### src/rtl/a51_stream_combiner_if.sv
// Handshake bundle between the A5/1 keystream combiner and its producer/consumer.
// The master drives start/msg/keystream and accepts output bytes; the combiner is the slave.
interface a51_stream_combiner_if #(
  parameter int unsigned MSG_BITS = 224,
  parameter int unsigned BYTE_W   = 8
);
  logic                start;
  logic [MSG_BITS-1:0] msg_in;
  logic                ks_bit;
  logic                ks_valid;
  logic [BYTE_W-1:0]   out_byte;
  logic                out_valid;
  logic                out_ready;
  logic                busy;
  logic                done;
  logic                overflow;

  modport master (
    output start, msg_in, ks_bit, ks_valid, out_ready,
    input  out_byte, out_valid, busy, done, overflow
  );

  modport slave (
    input  start, msg_in, ks_bit, ks_valid, out_ready,
    output out_byte, out_valid, busy, done, overflow
  );
endinterface

### src/rtl/a51_stream_combiner.sv
// XORs the serial A5/1 keystream with a latched message (MSB first), packs the result
// into bytes and buffers them in a small FIFO because the keystream cannot be stalled.
module a51_stream_combiner #(
  parameter int unsigned MSG_BITS   = 224,
  parameter int unsigned BYTE_W     = 8,
  parameter int unsigned FIFO_DEPTH = 4
) (
  input  logic                clk,
  input  logic                reset,
  a51_stream_combiner_if.slave bus
);
  localparam int unsigned CNT_W  = $clog2(MSG_BITS);
  localparam int unsigned BPOS_W = (BYTE_W > 1) ? $clog2(BYTE_W) : 1;
  localparam int unsigned PTR_W  = $clog2(FIFO_DEPTH);
  localparam int unsigned LVL_W  = PTR_W + 1;

  localparam logic [1:0] S_IDLE    = 2'd0;
  localparam logic [1:0] S_COLLECT = 2'd1;
  localparam logic [1:0] S_DRAIN   = 2'd2;
  localparam logic [1:0] S_DONE    = 2'd3;

  logic [1:0]          state;
  logic [1:0]          state_n;
  logic [MSG_BITS-1:0] shift;
  logic [CNT_W-1:0]    bit_cnt;
  logic [BPOS_W-1:0]   bpos;
  logic [BYTE_W-2:0]   acc;
  logic [BYTE_W-1:0]   mem [FIFO_DEPTH];
  logic [PTR_W-1:0]    wr_ptr;
  logic [PTR_W-1:0]    rd_ptr;
  logic [LVL_W-1:0]    level;
  logic [LVL_W-1:0]    level_n;
  logic                valid_q;
  logic                busy_q;
  logic                done_q;
  logic                overflow_q;

  logic                start_c;
  logic                accept_c;
  logic                r_c;
  logic [BYTE_W-1:0]   byte_c;
  logic                byte_done_c;
  logic                last_bit_c;
  logic                pop_c;
  logic                full_c;
  logic                wr_en_c;

  assign start_c     = (state == S_IDLE) && bus.start;
  assign accept_c    = (state == S_COLLECT) && bus.ks_valid;
  assign r_c         = shift[MSG_BITS-1] ^ bus.ks_bit;
  assign byte_c      = {acc, r_c};
  assign byte_done_c = accept_c && (bpos == BPOS_W'(BYTE_W - 1));
  assign last_bit_c  = accept_c && (bit_cnt == CNT_W'(MSG_BITS - 1));
  assign pop_c       = valid_q && bus.out_ready;
  assign full_c      = (level == LVL_W'(FIFO_DEPTH));
  // A full FIFO still accepts a push when the head leaves on the same edge.
  assign wr_en_c     = byte_done_c && (!full_c || pop_c);
  assign level_n     = level + LVL_W'(wr_en_c) - LVL_W'(pop_c);

  // Next-state logic
  always_comb begin
    state_n = state;
    case (state)
      S_IDLE:    if (bus.start) state_n = S_COLLECT;
      S_COLLECT: if (last_bit_c) state_n = S_DRAIN;
      S_DRAIN:   if (level == '0) state_n = S_DONE;
      S_DONE:    state_n = S_IDLE;
      default:   state_n = S_IDLE;
    endcase
  end

  // State register with registered status flags
  always_ff @(posedge clk or negedge reset) begin
    if (!reset) begin
      state  <= S_IDLE;
      busy_q <= 1'b0;
      done_q <= 1'b0;
    end else begin
      state  <= state_n;
      busy_q <= (state_n == S_COLLECT) || (state_n == S_DRAIN);
      done_q <= (state_n == S_DONE);
    end
  end

  // Message shift register, bit counters and byte accumulator
  always_ff @(posedge clk or negedge reset) begin
    if (!reset) begin
      shift      <= '0;
      bit_cnt    <= '0;
      bpos       <= '0;
      acc        <= '0;
      overflow_q <= 1'b0;
    end else begin
      if (start_c) begin
        shift   <= bus.msg_in;
        bit_cnt <= '0;
        bpos    <= '0;
        acc     <= '0;
      end else if (accept_c) begin
        shift   <= {shift[MSG_BITS-2:0], 1'b0};
        bit_cnt <= bit_cnt + CNT_W'(1);
        bpos    <= byte_done_c ? '0 : bpos + BPOS_W'(1);
        acc     <= byte_done_c ? '0 : byte_c[BYTE_W-2:0];
      end
      if (start_c) begin
        overflow_q <= 1'b0;
      end else if (byte_done_c && full_c && !pop_c) begin
        overflow_q <= 1'b1;
      end
    end
  end

  // Output byte FIFO; no bypass, so a fresh byte is visible one cycle after its push
  always_ff @(posedge clk or negedge reset) begin
    if (!reset) begin
      for (int i = 0; i < int'(FIFO_DEPTH); i++) mem[i] <= '0;
      wr_ptr  <= '0;
      rd_ptr  <= '0;
      level   <= '0;
      valid_q <= 1'b0;
    end else begin
      if (wr_en_c) begin
        mem[wr_ptr] <= byte_c;
        wr_ptr      <= wr_ptr + PTR_W'(1);
      end
      if (pop_c) rd_ptr <= rd_ptr + PTR_W'(1);
      level   <= level_n;
      valid_q <= (level_n != '0);
    end
  end

  assign bus.out_byte  = mem[rd_ptr];
  assign bus.out_valid = valid_q;
  assign bus.busy      = busy_q;
  assign bus.done      = done_q;
  assign bus.overflow  = overflow_q;
endmodule

### src/flat_wrapper.sv
// flat-port wrapper written by rule: the top's interface ports become plain ports
module a51_stream_combiner_flat 
#(
  parameter int unsigned MSG_BITS   = 224,
  parameter int unsigned BYTE_W     = 8,
  parameter int unsigned FIFO_DEPTH = 4
)
  (clk, reset, bus_start, bus_msg_in, bus_ks_bit, bus_ks_valid, bus_out_ready, bus_out_byte, bus_out_valid, bus_busy, bus_done, bus_overflow);
  a51_stream_combiner_if #(.MSG_BITS(MSG_BITS), .BYTE_W(BYTE_W)) bus_i ();
  input  logic clk;
  input  logic reset;
  input wire logic [$bits(bus_i.start)-1:0] bus_start;
  input wire logic [$bits(bus_i.msg_in)-1:0] bus_msg_in;
  input wire logic [$bits(bus_i.ks_bit)-1:0] bus_ks_bit;
  input wire logic [$bits(bus_i.ks_valid)-1:0] bus_ks_valid;
  input wire logic [$bits(bus_i.out_ready)-1:0] bus_out_ready;
  output wire logic [$bits(bus_i.out_byte)-1:0] bus_out_byte;
  output wire logic [$bits(bus_i.out_valid)-1:0] bus_out_valid;
  output wire logic [$bits(bus_i.busy)-1:0] bus_busy;
  output wire logic [$bits(bus_i.done)-1:0] bus_done;
  output wire logic [$bits(bus_i.overflow)-1:0] bus_overflow;
  assign bus_i.start = bus_start;
  assign bus_i.msg_in = bus_msg_in;
  assign bus_i.ks_bit = bus_ks_bit;
  assign bus_i.ks_valid = bus_ks_valid;
  assign bus_i.out_ready = bus_out_ready;
  assign bus_out_byte = bus_i.out_byte;
  assign bus_out_valid = bus_i.out_valid;
  assign bus_busy = bus_i.busy;
  assign bus_done = bus_i.done;
  assign bus_overflow = bus_i.overflow;
  a51_stream_combiner #(.MSG_BITS(MSG_BITS), .BYTE_W(BYTE_W), .FIFO_DEPTH(FIFO_DEPTH)) u_core (.clk(clk), .reset(reset), .bus(bus_i));
endmodule
### config.mk
export PLATFORM = sky130hd
export DESIGN_NAME = a51_stream_combiner_flat
export DESIGN_NICKNAME = d
export VERILOG_FILES = /design/src/rtl/a51_stream_combiner_if.sv /design/src/rtl/a51_stream_combiner.sv /design/src/flat_wrapper.sv
export SDC_FILE = /design/constraint.sdc
export NUM_CORES = 1
export LEC_CHECK = 0
export CAP_MARGIN = 25
export CORE_AREA = 2 2 159 161
export CTS_CLUSTER_SIZE = 24
export DETAILED_ROUTE_END_ITERATION = 8
export DIE_AREA = 0 0 161 163
export PLACE_DENSITY_LB_ADDON = 0.05
export SLEW_MARGIN = 30
export SYNTH_ARGS = -nofsm -noshare
export SYNTH_HDL_FRONTEND = slang
export SYNTH_SLANG_ARGS = --single-unit
### constraint.sdc
create_clock -name clk -period 2.9 [get_ports clk]
set_input_delay 0.435 -clock clk [delete_from_list [all_inputs] [get_ports clk]]
set_output_delay 0.435 -clock clk [all_outputs]
set_load 0.01 [all_outputs]
==> results of run 1 <==
## sequential cells by signal, indices dropped and copies added, names as in the netlist
signal / count
u_core.bus.busy: 1
u_core.state: 2
u_core.bus.overflow: 1
u_core.mem: 32
u_core.acc: 7
u_core.wr_ptr: 2
u_core.bus.done: 1
u_core.bpos: 3
u_core.bit_cnt: 8
u_core.rd_ptr: 2
u_core.shift: 224
u_core.bus.out_valid: 1
u_core.level: 3
## cell type report
type | count | share of cell area
clock inverter | 6 | 0.00202
antenna | 3 | 0.000467
tap | 330 | 0.0257
clock buffer | 49 | 0.0593
timing repair buffer | 272 | 0.174
inverter | 7 | 0.00164
sequential | 287 | 0.447
multi-input combinational | 768 | 0.289
## logic make-up after synthesis
kind of cell	Yosys count	share of synthesized area
buffers and inverters	111	0.0540
adder cells (fa/ha/maj)	11	0.0116
AO/OA/AOI/OAI	278	0.153
multiplexers	46	0.0483
flip-flops	287	0.575
AND/OR/NAND/NOR	426	0.153
XOR/XNOR	7	0.00491
## how the worst max path moves through the flow
stage / endpoint / slack [ps] / depth (start not counted)
2_1_floorplan: u_core.bus.out_valid / 330 / 11
3_3_place_gp: u_core.bus.out_valid / 170 / 9
3_5_place_dp: u_core.bus.out_valid / 80 / 9
4_1_cts: bus_out_byte[3] / 260 / 3
5_1_grt: u_core.bus.out_valid / 230 / 10
6_report: bus_out_byte[3] / 290 / 3
## routing by layer
| layer | share of wire | track usage | up-vias |
|---|---|---|---|
| met1 | 0.44 | 0.334 | 4733 |
| met5 | 0.00042 | 0 | - |
| li1 | - | - | 4707 |
| met4 | 0.020 | 0.0605 | 2 |
| met2 | 0.46 | 0.368 | 283 |
| met3 | 0.070 | 0.0517 | 41 |
## layout by cell type (no fill, tap or decap), types with 3 or more instances in the layout
cell             synthesis  final
nand2_1                 15     15
nand2b_1                 3      3
nand3_1                  3      3
xnor2_1                  4      4
clkbuf_16                0     31
nor2_1                 197    196
ha_1                    10     10
nor3_1                 193    193
a22o_1                  40     40
clkdlybuf4s50_1          0    240
mux2i_1                  4      4
buf_4                   12     18
a21o_1                  29     29
clkbuf_8                 0     11
inv_1                    7      7
diode_2                  0      3
mux2_2                  34     34
o22ai_1                194    194
a211oi_2                 5      5
mux4_2                   8      8
clkinv_2                 0      5
clkbuf_1                22      7
buf_12                   0     12
dfrtp_1                287    287
xor2_1                   3      3
## report_power, final
part | total, mW | internal, mW | leakage (nW) | switching, mW
sequential | 6.03 | 5.23 | 3.28 | 0.799
clock | 3.76 | 2.23 | 0.489 | 1.54
combinational | 2.72 | 1.51 | 2.80 | 1.22
total | 12.5 | 8.97 | 6.57 | 3.55
==> results.sh, run 1 <==
export IMPL_start_util=0.506
export IMPL_powerDensity_nw_per_um2=779
export IMPL_path_clk_slew_ps=60
export IMPL_max_clock_freq_ghz=0.384
export IMPL_multiInputGateArea_um2=4650
export IMPL_crit_path_max_fanout=4
export IMPL_finalMaxSlewViolations=0
export IMPL_reg2reg_to="u_core.shift[82]"
export IMPL_synth_cell_types=43
export IMPL_cts_sinks=287
export IMPL_cts_path_max_buffers=3
export IMPL_cts_setup_buffers=0
export IMPL_wl_um=30600
export IMPL_stdcell_count=1722
export IMPL_ios=242
export IMPL_hold_depth=1
export IMPL_grt_use_total=0.234
export IMPL_grt_pass1_wl_um=50600
export IMPL_timing_final_crit_period_ps=2610
export IMPL_rrSetupSlack_ps=480
export IMPL_coreArea_um2=24700
export IMPL_async_flop_share=1.00
export IMPL_crit_path_max_incr_delay_ps=530
export IMPL_antenna_left=0
export IMPL_place_congestion=0.772
export IMPL_finalSetupTns_ps=0
export IMPL_synth_fp_nets=1407
export IMPL_slew_headroom=0.429
export IMPL_fin_nets=1608
export IMPL_r2r_start="u_core.state[1]"
export IMPL_vdd_drop_max_v=0.000416
export IMPL_drc=0
export IMPL_power_total_mw=12.5
export IMPL_hp_start="u_core.shift[209]"
export IMPL_whs_ps=477
export IMPL_dpl_cell_count=1663
export IMPL_post_route_cells_drive_above_1_share=0.0950
export IMPL_reg2reg_depth=6
export IMPL_cp_slowest_cell="mux4_2"
export IMPL_outcome="finished, final reports clean"
export IMPL_synth_top_area_cell="dfrtp_1"
export IMPL_critPathBufInv=2
export IMPL_portBuffers=241
export IMPL_vias_per_cell=5.67
export IMPL_dpl_cell_area_um2=15100
export IMPL_tritoncts="yes"
export IMPL_critPathTopFamily="buffers and inverters"
export IMPL_dpl_hpwl_um=18800
export IMPL_cp_end_kind="output port"
export IMPL_synthToLayoutAreaGrowth_pct=28.6
export IMPL_vias=9766
export IMPL_crit_chain="buf_4, mux4_2, clkdlybuf4s50_1"
export IMPL_ctsResizeCount=0
export IMPL_drt_initial_drc_count=868
export IMPL_ys_top_cells_by_count="287 x dfrtp_1, 197 x nor2_1, 194 x o22ai_1, 193 x nor3_1, 44 x buf_2"
export IMPL_setup_viol=0
export IMPL_rsz0062_at_grt="no"
export IMPL_cts_buffers=31
export IMPL_synth_flop_cell="dfrtp_1"
export IMPL_clk_latency_ps=540
export IMPL_grt_max_degree=156
export IMPL_path_class="reg -> out"
export IMPL_grt_ovfl_total=0
export IMPL_pre_cts_slack_ps=84.1
export IMPL_yosysTopAreaCellShare=0.575
export IMPL_synth_edf_count=0
export IMPL_stdcell_area_um2=16100
export IMPL_p_leak_nw=6.57
export IMPL_hold_viol=0
export IMPL_cp_required_ps=2470
export IMPL_critPathLaunch="u_core.rd_ptr[0]"
export IMPL_ff_latch_area_um2=7180
export IMPL_worstMarginPinSlew_ps=855
export IMPL_drtPass1Iterations=5
export IMPL_antenna_found_initial=3
export IMPL_synth_area_top_cells="dfrtp_1 57%, o22ai_1 9.7%, nor3_1 7.7%, nor2_1 5.9%, mux2_2 3.1%"
export IMPL_fillCellCount=1994
export IMPL_die_y_um=163
export IMPL_ys_ff_latch=287
export IMPL_synthCells=1166
export IMPL_max_cap_viol_count=0
export IMPL_num_rows=58
export IMPL_finalCoreUtilization=0.651
export IMPL_ys_seq_area_frac=0.575
export IMPL_syn_avg_cell_area_um2=10.7
export IMPL_critical_path_arrival_ps=2170
export IMPL_fp_dieArea_um2=26200
export IMPL_grt_pass1_vias=9749
export IMPL_htreeDepth=1
export IMPL_wire_per_inst_um=17.8
export IMPL_synth_most_common_cell="dfrtp_1"
export IMPL_cts_root_buffer_cell="clkbuf_16"
export IMPL_period_share=0.899
export IMPL_synthesis_area_um2=12500
export IMPL_whs_endpoint="u_core.shift[209]"
export IMPL_postCtsHoldBufs=1
export IMPL_startpoint_type="register"
export IMPL_layout_setup_ws_ps=293
export IMPL_hold_class="reg -> reg"
export IMPL_die_w_um=161
export IMPL_yosysWarnings=0
export IMPL_skew_ps=8.95
No activity file was read; power rests on OpenSTA's default activity.
==> run 2: changes to the inputs <==
- CORE_AREA: 2 2 159 161 -> 10 10 167 169
- DIE_AREA: 0 0 161 163 -> 0 0 177 179
- PLACE_DENSITY: unset -> 0.79
- PLACE_DENSITY_LB_ADDON: 0.05 -> unset
==> results.sh, run 2 (same netlist as run 1, synthesis figures left out) <==
export IMPL_outcome="finished, final reports clean"
export IMPL_grt_ovfl_total=0
export IMPL_drt_initial_drc_count=1197
export IMPL_die_w_um=177
export IMPL_setup_viol=0
export IMPL_cp_end_kind="output port"
export IMPL_clk_latency_ps=550
export IMPL_critPathBufInv=1
export IMPL_finalSetupTns_ps=0
export IMPL_rsz0062_at_grt="no"
export IMPL_wl_um=32600
export IMPL_wire_per_inst_um=19.1
export IMPL_wl_met1_um=14400
export IMPL_vias_per_cell=5.87
export IMPL_timing_final_crit_period_ps=2630
export IMPL_p_leak_nw=6.53
export IMPL_vias=10000
export IMPL_cp_slowest_cell="dfrtp_2"
export IMPL_cts_sinks=287
export IMPL_antenna_found_initial=1
export IMPL_dpl_cell_area_um2=15000
export IMPL_cts_path_max_buffers=3
export IMPL_grt_pass1_vias=10100
export IMPL_crit_chain="mux4_2, clkdlybuf4s50_1"
export IMPL_grt_max_degree=205
export IMPL_power_switching_mw=3.63
export IMPL_clkPwrFrac=0.308
export IMPL_drtPass1Iterations=7
export IMPL_num_rows=58
export IMPL_crit_path_max_fanout=10
export IMPL_critical_path_arrival_ps=2200
export IMPL_slew_headroom=0.350
export IMPL_portBuffers=241
export IMPL_grt_pass1_wl_um=52800
export IMPL_regMostFlops="u_core.shift"
export IMPL_rrSetupSlack_ps=290
export IMPL_combPwrFrac=0.213
export IMPL_reg_top3="u_core.shift (224), u_core.mem (32), u_core.bit_cnt (8)"
export IMPL_dpl_hpwl_um=21000
export IMPL_fin_nets=1598
export IMPL_routed_top_layer="met4"
export IMPL_coreArea_um2=24700
export IMPL_max_cap_viol_count=0
export IMPL_p_seq_frac=0.479
export IMPL_antenna_left=0
export IMPL_crit_path_max_incr_delay_ps=570
export IMPL_powerDensity_nw_per_um2=792
export IMPL_p_int_mw=9.06
export IMPL_fillCellCount=1935
export IMPL_tritoncts="yes"
export IMPL_dr_wl_met2_um=15400
export IMPL_final_cell_mix="286 x dfrtp_1, 240 x clkdlybuf4s50_1, 196 x nor2_1"
export IMPL_ios=242
export IMPL_cts_root_buffer_cell="clkbuf_16"
export IMPL_max_clock_freq_ghz=0.380
export IMPL_skew_ps=17.0
export IMPL_place_congestion=0.820
export IMPL_critPathTopFamily="flip-flops"
export IMPL_startpoint_type="register"
export IMPL_period_share=0.909
export IMPL_cts_buffers=29
export IMPL_path_clk_slew_ps=60
export IMPL_vdd_drop_max_v=0.000417
export IMPL_grt_use_total=0.201
export IMPL_hold_class="reg -> reg"
export IMPL_die_y_um=179
export IMPL_start_util=0.505
export IMPL_final_common_cell="dfrtp_1"
export IMPL_post_route_cells_drive_above_1_share=0.0920
export IMPL_path_class="reg -> out"
export IMPL_fp_dieArea_um2=31700
export IMPL_cp_required_ps=2470
export IMPL_drc=0
export IMPL_synthToLayoutAreaGrowth_pct=28.3
export IMPL_largest_reg_flops=224
export IMPL_finalMaxSlewViolations=0
export IMPL_met3_length_um=2240
export IMPL_cts_setup_buffers=0
export IMPL_worstMarginPinSlew_ps=974
export IMPL_htreeDepth=1
export IMPL_hold_viol=0
export IMPL_switching_share=0.286
export IMPL_stdcell_area_um2=16000
==> run 2: layer usage <==
layer | vias to the layer above | global-route usage
met2 | 340 | 0.316
met5 | - | 0
met4 | 0 | 0.0434
li1 | 4661 | -
met1 | 4995 | 0.283
met3 | 41 | 0.0404
==> run 2: stage by stage <==
step	hold slack [ps]	setup WS, ps	power [mW]	cells	util
detailed placement	466	64.2	8.83	1655	0.606
floorplan	139	331	7.79	1166	-
global placement	458	175	8.65	1655	0.606
CTS	463	9.55	12.8	1710	0.647
global route	473	145	13.4	1711	0.648
finish	476	265	12.7	1711	0.648
==> run 2: cell type report <==
class	instances	area (um2)	share of cell area
repair buffers	264	2730	0.170
clock inverters	12	155	0.00968
flip-flops and latches	287	7180	0.448
inverters	7	26.3	0.00164
diodes	1	2.50	0.000156
well taps	330	413	0.0258
clock buffers	42	865	0.0540
multi-input cells	768	4650	0.290
==> run 2: path summary, 6_finish.rpt <==
| check | start | end | cells after the start |
|---|---|---|---|
| worst min-delay path | u_core.shift[205] | u_core.shift[205] | 1 |
| worst max-delay path | u_core.rd_ptr[0] | bus_out_byte[0] | 2 |
| min in group asynchronous | reset | u_core.shift[170] | 2 |
| worst min register to register | u_core.shift[205] | u_core.shift[205] | 1 |
| max in group asynchronous | reset | u_core.shift[26] | 3 |
| worst max register to register | u_core.bpos[0] | u_core.bus.out_valid | 10 |
==> run 2: repair_timing <==
action                                 CTS  global route
hold buffers                             1             0
endpoints found under the hold margin   80             0
setup endpoints to repair                0             8
gates resized for setup                  0             1
==> run 2: power by group through the flow <==
stage	registers [mW]	logic [mW]	clock network, mW
2_1_floorplan	5.82	1.98	0
3_3_place_gp	6.06	2.59	0
3_5_place_dp	6.12	2.71	0
4_1_cts	6.07	2.73	3.98
5_1_grt	6.24	3.02	4.14
6_report	6.08	2.70	3.91
